[src/rtl/sa_result_streamer.sv]
// Result streamer: snapshots the systolic array result bus on load and
// drains it one element per valid/ready beat, row- or column-major.
module sa_result_streamer #(
  parameter int WIDTH      = 8,
  parameter int ARRAY_SIZE = 4,
  parameter int SUM_W      = 2*WIDTH+2,
  parameter int OUT_W      = 2*WIDTH+2,
  localparam int N  = ARRAY_SIZE,
  localparam int RW = (N > 1) ? $clog2(N) : 1
) (
  input  logic                    clk,
  input  logic                    rst_n,
  input  logic [SUM_W*N*N-1:0]    result_in,
  input  logic                    load,
  input  logic                    col_major,
  output logic                    m_valid,
  input  logic                    m_ready,
  output logic signed [OUT_W-1:0] m_data,
  output logic [RW-1:0]           m_row,
  output logic [RW-1:0]           m_col,
  output logic                    m_last,
  output logic                    m_sat,
  output logic                    busy,
  output logic                    done,
  output logic                    overrun
);

  localparam int NN = N*N;
  localparam int IW = (NN > 1) ? $clog2(NN) : 1;

  typedef enum logic {
    S_IDLE,
    S_STREAM
  } state_e;

  state_e               st_q, st_d;
  logic [IW-1:0]        idx_q, idx_d;
  logic [SUM_W*NN-1:0]  snap_q, snap_d;
  logic                 mode_q, mode_d;
  logic                 done_q, done_d;
  logic                 ovr_q, ovr_d;

  logic                 xfer;
  logic                 last;

  assign xfer = (st_q == S_STREAM) && m_ready;
  assign last = (idx_q == IW'(NN-1));

  always_ff @(posedge clk or negedge rst_n) begin
    if (!rst_n) begin
      st_q   <= S_IDLE;
      idx_q  <= '0;
      snap_q <= '0;
      mode_q <= 1'b0;
      done_q <= 1'b0;
      ovr_q  <= 1'b0;
    end else begin
      st_q   <= st_d;
      idx_q  <= idx_d;
      snap_q <= snap_d;
      mode_q <= mode_d;
      done_q <= done_d;
      ovr_q  <= ovr_d;
    end
  end

  always_comb begin
    st_d   = st_q;
    idx_d  = idx_q;
    snap_d = snap_q;
    mode_d = mode_q;
    done_d = 1'b0;
    ovr_d  = 1'b0;
    unique case (st_q)
      S_IDLE: begin
        if (load) begin
          st_d   = S_STREAM;
          idx_d  = '0;
          snap_d = result_in;
          mode_d = col_major;
        end
      end
      S_STREAM: begin
        if (xfer && last) begin
          done_d = 1'b1;
          idx_d  = '0;
          // a load landing on the final beat chains straight into a new stream
          if (load) begin
            snap_d = result_in;
            mode_d = col_major;
          end else begin
            st_d = S_IDLE;
          end
        end else begin
          if (xfer) idx_d = idx_q + 1'b1;
          if (load) ovr_d = 1'b1;
        end
      end
      default: st_d = S_IDLE;
    endcase
  end

  logic [IW-1:0]           q_w, r_w, sel;
  logic [IW-1:0]           row_w, col_w;
  logic signed [SUM_W-1:0] elem;
  logic signed [OUT_W-1:0] nar;
  logic                    nar_sat;

  always_comb begin
    q_w   = idx_q / IW'(N);
    r_w   = idx_q % IW'(N);
    row_w = mode_q ? r_w : q_w;
    col_w = mode_q ? q_w : r_w;
    sel   = mode_q ? IW'(r_w * IW'(N) + q_w) : idx_q;
    elem  = '0;
    for (int k = 0; k < NN; k++) begin
      if (sel == k[IW-1:0]) elem = snap_q[k*SUM_W +: SUM_W];
    end
  end

  if (OUT_W >= SUM_W) begin : g_ext
    assign nar     = OUT_W'(elem);
    assign nar_sat = 1'b0;
  end else begin : g_sat
    localparam logic signed [SUM_W-1:0] MAXV =
      {{(SUM_W-OUT_W+1){1'b0}}, {(OUT_W-1){1'b1}}};
    localparam logic signed [SUM_W-1:0] MINV =
      {{(SUM_W-OUT_W+1){1'b1}}, {(OUT_W-1){1'b0}}};
    always_comb begin
      nar     = elem[OUT_W-1:0];
      nar_sat = 1'b0;
      if (elem > MAXV) begin
        nar     = {1'b0, {(OUT_W-1){1'b1}}};
        nar_sat = 1'b1;
      end else if (elem < MINV) begin
        nar     = {1'b1, {(OUT_W-1){1'b0}}};
        nar_sat = 1'b1;
      end
    end
  end

  always_comb begin
    busy    = (st_q == S_STREAM);
    m_valid = busy;
    m_data  = busy ? nar : '0;
    m_row   = busy ? RW'(row_w) : '0;
    m_col   = busy ? RW'(col_w) : '0;
    m_last  = busy && last;
    m_sat   = busy && nar_sat;
    done    = done_q;
    overrun = ovr_q;
  end

endmodule

[config.mk]
export PLATFORM = sky130hd
export DESIGN_NAME = sa_result_streamer
export DESIGN_NICKNAME = d
export VERILOG_FILES = /design/src/rtl/sa_result_streamer.sv
export SDC_FILE = /design/constraint.sdc
export NUM_CORES = 1
export LEC_CHECK = 0
export BUFFER_PORTS_ARGS = -buffer_cell sky130_fd_sc_hd__buf_2
export CAP_MARGIN = 20
export CORE_ASPECT_RATIO = 1.5
export CORE_UTILIZATION = 40
export DETAILED_ROUTE_END_ITERATION = 16
export HOLD_SLACK_MARGIN = 0.15
export RECOVER_POWER = 25
export SYNTH_ARGS = -nofsm -noshare
export SYNTH_HDL_FRONTEND = slang
export SYNTH_SLANG_ARGS = --single-unit
export TNS_END_PERCENT = 100
[constraint.sdc]
create_clock -name clk -period 3.35 [get_ports clk]
set_input_delay 0.67 -clock clk [delete_from_list [all_inputs] [get_ports clk]]
set_output_delay 0.67 -clock clk [all_outputs]
set_load 0.05 [all_outputs]
After elaboration in Yosys (flattened, before gate mapping)

Index checks and enable logic that the tools add are counted.
W data, S select, Z words.

Bits in registers: 296
Latch bits: 0
Memory bits (writable): 0
Bits in read-only memories: 0
Output and inout bits: 28
Logic and storage cells: 72
Memories kept: 0

$add $sub $neg: 2
$mul: 0
Divide/modulo/power cells: 0
Order comparisons: 0
Eq/ne operators: 19
Shift-type cells: 0
Multiplexer cells: 39
Bitwise operators: 1
Reductions and logical operators: 5

Operator list:

| cell                  | number |
|---|---|
| $mux W288             | 2 |
| $pmux W288 S2         | 1 |
| $mux W18              | 17 |
| $eq A4 B4 Y1 const B  | 9 |
| $eq A4 B3 Y1 const B  | 4 |
| $mux W4               | 4 |
| $eq A4 B2 Y1 const B  | 2 |
| $mux W1               | 8 |
| $mux W2               | 4 |
| $pmux W4 S2           | 1 |
| $add A4 B1 Y4 const B | 1 |
| $add A4 B2 Y4         | 1 |
| $eq A4 B1 Y1 const B  | 1 |
| $logic_not A4 Y1      | 1 |
| $pmux W1 S2           | 2 |
| $logic_and A1 B1 Y1   | 3 |
| $ne A3 B1 Y1 const B  | 1 |
| $ne A2 B1 Y1 const B  | 1 |
| $ne A2 B2 Y1 const B  | 1 |
| $reduce_and A2 Y1     | 1 |
| $not A1 Y1            | 1 |

Logic depth before layout (Yosys ltp)

Depth after elaboration: 20
Gate-level depth with buffers: 11
Mapped depth without buffers: 7

Worst setup path after synthesis

No wires, ideal clock.

Path kind: reg2out
Start: register idx_q[0]
End: output port m_data[6]
Data arrival time: 2.941 ns
Path slack: -0.261 ns
Stages on the path, launching flop included: 9
Cell sequence: dfrtp_1 buf_2 or3b_2 a21oi_1 buf_2 a22oi_1 nand3_1 o2111ai_1 a221oi_1

Longest elaborated chain between the ends: 20
Elaborated cells on any way between the ends: 35
Classes of those cells: add/sub (1); eq/ne (15); mux (18); reduce/logical (1)

Ends and longest elaborated chain:

| item                    | RTL line | source |
|---|---|---|
| start, declared         | 37       | `logic [IW-1:0] idx_q, idx_d;` |
| start signal, assigned  | 59       | `idx_q <= idx_d;` |
| $add A4 B2 Y4           | 114      | `sel = mode_q ? IW'(r_w * IW'(N) + q_w) : idx_q;` |
| $mux W4 (*)             | 114      |  |
| $logic_not A4 Y1        | 117      | `if (sel == k[IW-1:0]) elem = snap_q[k*SUM_W +: SUM_W];` |
| $mux W18 (15 in series) | 117      |  |
| $mux W18 (*)            | 117      |  |
| $mux W18 (*)            | 145      | `m_data = busy ? nar : '0;` |
| end, declared           | 18       | `output logic signed [OUT_W-1:0] m_data,` |

Every way passes the cells marked *; elsewhere a longest branch is shown, timed or not.

Worst setup path in the final report

Start: register mode_q
End: output port m_data[3]

Longest elaborated chain between the ends: 19
Elaborated cells on any way between the ends: 34
Classes of those cells: eq/ne (15); mux (18); reduce/logical (1)

Ends and longest elaborated chain:

| item                    | RTL line | source |
|---|---|---|
| start, declared         | 39       | `logic mode_q, mode_d;` |
| start signal, assigned  | 61       | `mode_q <= mode_d;` |
| $mux W4 (*)             | 114      |  |
| $logic_not A4 Y1        | 117      |  |
| $mux W18 (15 in series) | 117      |  |
| $mux W18 (*)            | 117      |  |
| $mux W18 (*)            | 145      |  |

Marks and branches as above.

==> impl_metrics.csv <==
group,metric,value,unit
yosys,syn_area_per_cell,11.6,um^2
sta,worst_slack,-0.382,ns
sta,worst_pin_slew,1.72,ns
sta,hold_viol,0,
sta,maxSlewViolCount,66,
setup_path,cp.arrival,3.06,ns
layout,nFillCells,3171,
power,swShare,41.4,%
outcome,violations,"capacitance limit, slew limit, setup timing",
detailed_routing,wl_per_cell,24.2,um
global_routing,antenna_found_initial,5,
die,die_area,37600,um^2
layout,finalCoreUtilization,55.6,%
place,portBuffers,319,
global_routing,use_met2,50.6,%
clock_tree,cts_tree,"built",
power,intPower,13.4,mW
yosys,synth-seq-cells,296,
die,initial_core_util,40.9,%
sta,rsz0062_at_grt,"yes",
yosys,synth-edff-count,0,
global_routing,grt_overflow,0,
detailed_routing,ant_nets,0,
global_routing,grt_pass1_vias,13000,
yosys,synthArstFlopShare,100,%
detailed_routing,viasPerCell,5.67,
power,p_seq_share,29.7,%
power,power_density,1140,nW/um^2
detailed_routing,first_iter_violations,774,
sta,min_period,3.73,ns
yosys,syn_inst,1265,
layout,nets,1976,
die,fp.dieW,159,um
global_routing,track_usage,28.3,%
flow_run,cap_violations,1,
yosys,synthTopCellsByCount,"296 x dfrtp_1, 277 x mux2_2, 75 x a21oi_1, 72 x nand2_1, 64 x o21ai_0",
yosys,synth_top_area_share,50.3,%
sta,setup_viol,18,
setup_path,cp.required,2.68,ns
global_routing,grt_pass1_wl,78200,um
sta,finClkSkew,0.00835,ns
clock_tree,clock_sinks,296,
place,dp_hpwl,40400,um
layout,layout-drive-gt1-share,55.9,%
yosys,ys_warn_count,0,
die,die_h,237,um
place,place.gp.congestion,0.952,
setup_path,cp_max_fo,11,
sta,fmaxAchievable,268,MHz
setup_path,crit_top_cell,"buf_12",
setup_path,cp-end-kind,"output pin",
power,p_switching,9.48,mW
yosys,synth_most_common_cell,"dfrtp_1",
detailed_routing,drt-total-wl,53000,um
clock_tree,clockBufferDepth,3,
detailed_routing,num_vias,12400,
setup_path,cp_slowest_stage_delay,0.58,ns
setup_path,crit_chain,"buf_12, buf_6, nand4b_1, o22ai_2, buf_4, a222oi_1, a211o_1, a31oi_4, buf_12",
yosys,yosysSeqAreaShare,50.3,%
sta,maxSlewHeadroom,-14.8,%
clock_tree,path_clk_slew,0.07,ns
layout,area_delta_synth_final,36.1,%
global_routing,grt_busiest_layer,"met2",
setup_path,crit_slowest_cell,"a222oi_1",
power,vdd_drop_max,1.11,mV
outcome,status,"finished with violations",
clock_tree,cts.htree.levels,1,
power,p_leak,8.85,nW
setup_path,worstSetupPathType,"register to output pin",
yosys,netlist_area,14700,um^2
power,comb_power_share,55.1,%
die,rows,85,
global_routing,use_met1,31.0,%
yosys,synth_top_area_cell,"dfrtp_1",
global_routing,gr-usage-met3,4.96,%
yosys,synth_ff_type,"dfrtp_1",
place,place_ws,-0.123,ns
clock_tree,root_buffer,"clkbuf_16",
yosys,yosysUniqueCellTypes,71,
setup_path,startpoint_type,"register",
clock_tree,cts_buffers,30,
detailed_routing,drc,0,
yosys,syn-num-nets,1559,
yosys,synth_top_cells_by_area,"dfrtp_1 50%, mux2_2 21%, a21oi_1 2.5%",
detailed_routing,dr.pass1.iters,5,
die,core_area,36100,um^2
die,io_pins,321,
sta,hold_slack,0.302,ns
sta,period_share,111,%
global_routing,grt_max_degree,107,
power,clock_power_share,15.1,%
hold_path,min_path_type,"input port to register",
clock_tree,worstSkewPairLatency,0.58,ns
[sequential cells by signal (all words and copies together), names as in the netlist]
| signal | count |
|---|---|
| mode_q | 1 |
| busy | 1 |
| idx_q | 4 |
| overrun | 1 |
| snap_q | 288 |
| done | 1 |
[path summary, 6_finish.rpt]
check                      depth (start not counted)            from  slack (ns)           to
max                                                9          mode_q       -0.38    m_data[3]
min                                                3  result_in[243]        0.30  snap_q[243]
max reg2reg                                        9        idx_q[1]        0.61   snap_q[95]
min reg2reg                                        1     snap_q[258]        0.50  snap_q[258]
max in group asynchronous                          3           rst_n        0.89  snap_q[133]
min in group asynchronous                          2           rst_n        1.05  snap_q[142]
[routing by layer]
layer	wire [um]	up-vias
met4	3170	4
met3	3010	141
met1	19000	6217
li1	-	5592
met5	30	-
met2	27800	433
[through the flow]
step                cells  power, mW  setup TNS, ns  area [um^2]
finish               2186       22.9          -4.53        20000
CTS                  2170       22.4          -4.64        19600
global route         2184       23.9          -5.90        20000
detailed placement   2088       17.8         -0.200        17900
global placement     2088       17.6         -0.247        17900
floorplan            1265       12.4              0        14700
[placed cells by master, fill, tap and decap left out, drive strengths merged, types with 4 or more instances in the layout]
cell type,netlist,routed
a211o,5,5
a211oi,4,4
a21o,6,6
a21oi,79,79
a221o,7,7
a221oi,27,27
a222oi,5,5
a22o,18,18
a22oi,20,20
a31oi,13,13
a32oi,16,16
and2,7,7
and3,7,7
buf,66,483
clkbuf,35,44
clkinv,0,9
clkinvlp,0,4
dfrtp,296,296
inv,18,17
mux2,277,277
nand2,72,72
nand2b,11,11
nand3,21,21
nand3b,11,11
nand4,9,9
nor2,35,35
nor2b,16,16
nor3,6,6
nor3b,4,4
nor4bb,4,4
o211ai,7,7
o21a,5,5
o21ai,64,64
o221a,13,13
o221ai,7,7
o22ai,10,10
o2bb2ai,7,7
o31ai,4,4
or3b,10,10
[worst max-delay path, delay by kind of cell (launching register included)]
kind                   cells  cell delay [ns]
AOI/OAI and AO/OA          4             1.19
buffers and inverters      4             0.67
DFF                        1             0.45
and+or+nand+nor            1             0.15
[power groups by stage]
stage / Sequential (mW) / Combinational (mW) / Clock, mW
2_1_floorplan: 6.04 / 6.39 / 0
3_3_place_gp: 6.73 / 10.9 / 0
3_5_place_dp: 6.77 / 11.0 / 0
4_1_cts: 6.74 / 12.1 / 3.53
5_1_grt: 6.96 / 13.2 / 3.67
6_report: 6.81 / 12.6 / 3.47
[cell families after synthesis]
group                    count (synthesis)  share of synthesized area, %
AO/OA/AOI/OAI                          338                          16.3
flip-flops                             296                          50.3
multiplexers                           279                          21.3
AND/OR/NAND/NOR                        229                          8.23
buffers and inverters                  119                          3.64
XOR/XNOR                                 2                         0.119
adder cells (fa/ha/maj)                  1                        0.0849
other                                    1                        0.0255
[area by class of cell]
type	count	area [um^2]	area share, %
diodes	2	5.00	0.0250
clock buffers	42	897	4.47
clock inverters	14	128	0.637
inverters	18	71.3	0.356
multi-input cells	850	7520	37.5
flip-flops and latches	296	7410	37.0
well taps	478	598	2.98
repair buffers	486	3420	17.0
[timing repair]
item	CTS	global route
setup endpoints to repair	18	18
resized for setup	113	61
hold endpoints to repair	63	0
buffers inserted	26	12
hold buffers	1	0
pin swaps	36	32
gates cloned	0	3
(Power assumes the default switching activity.)
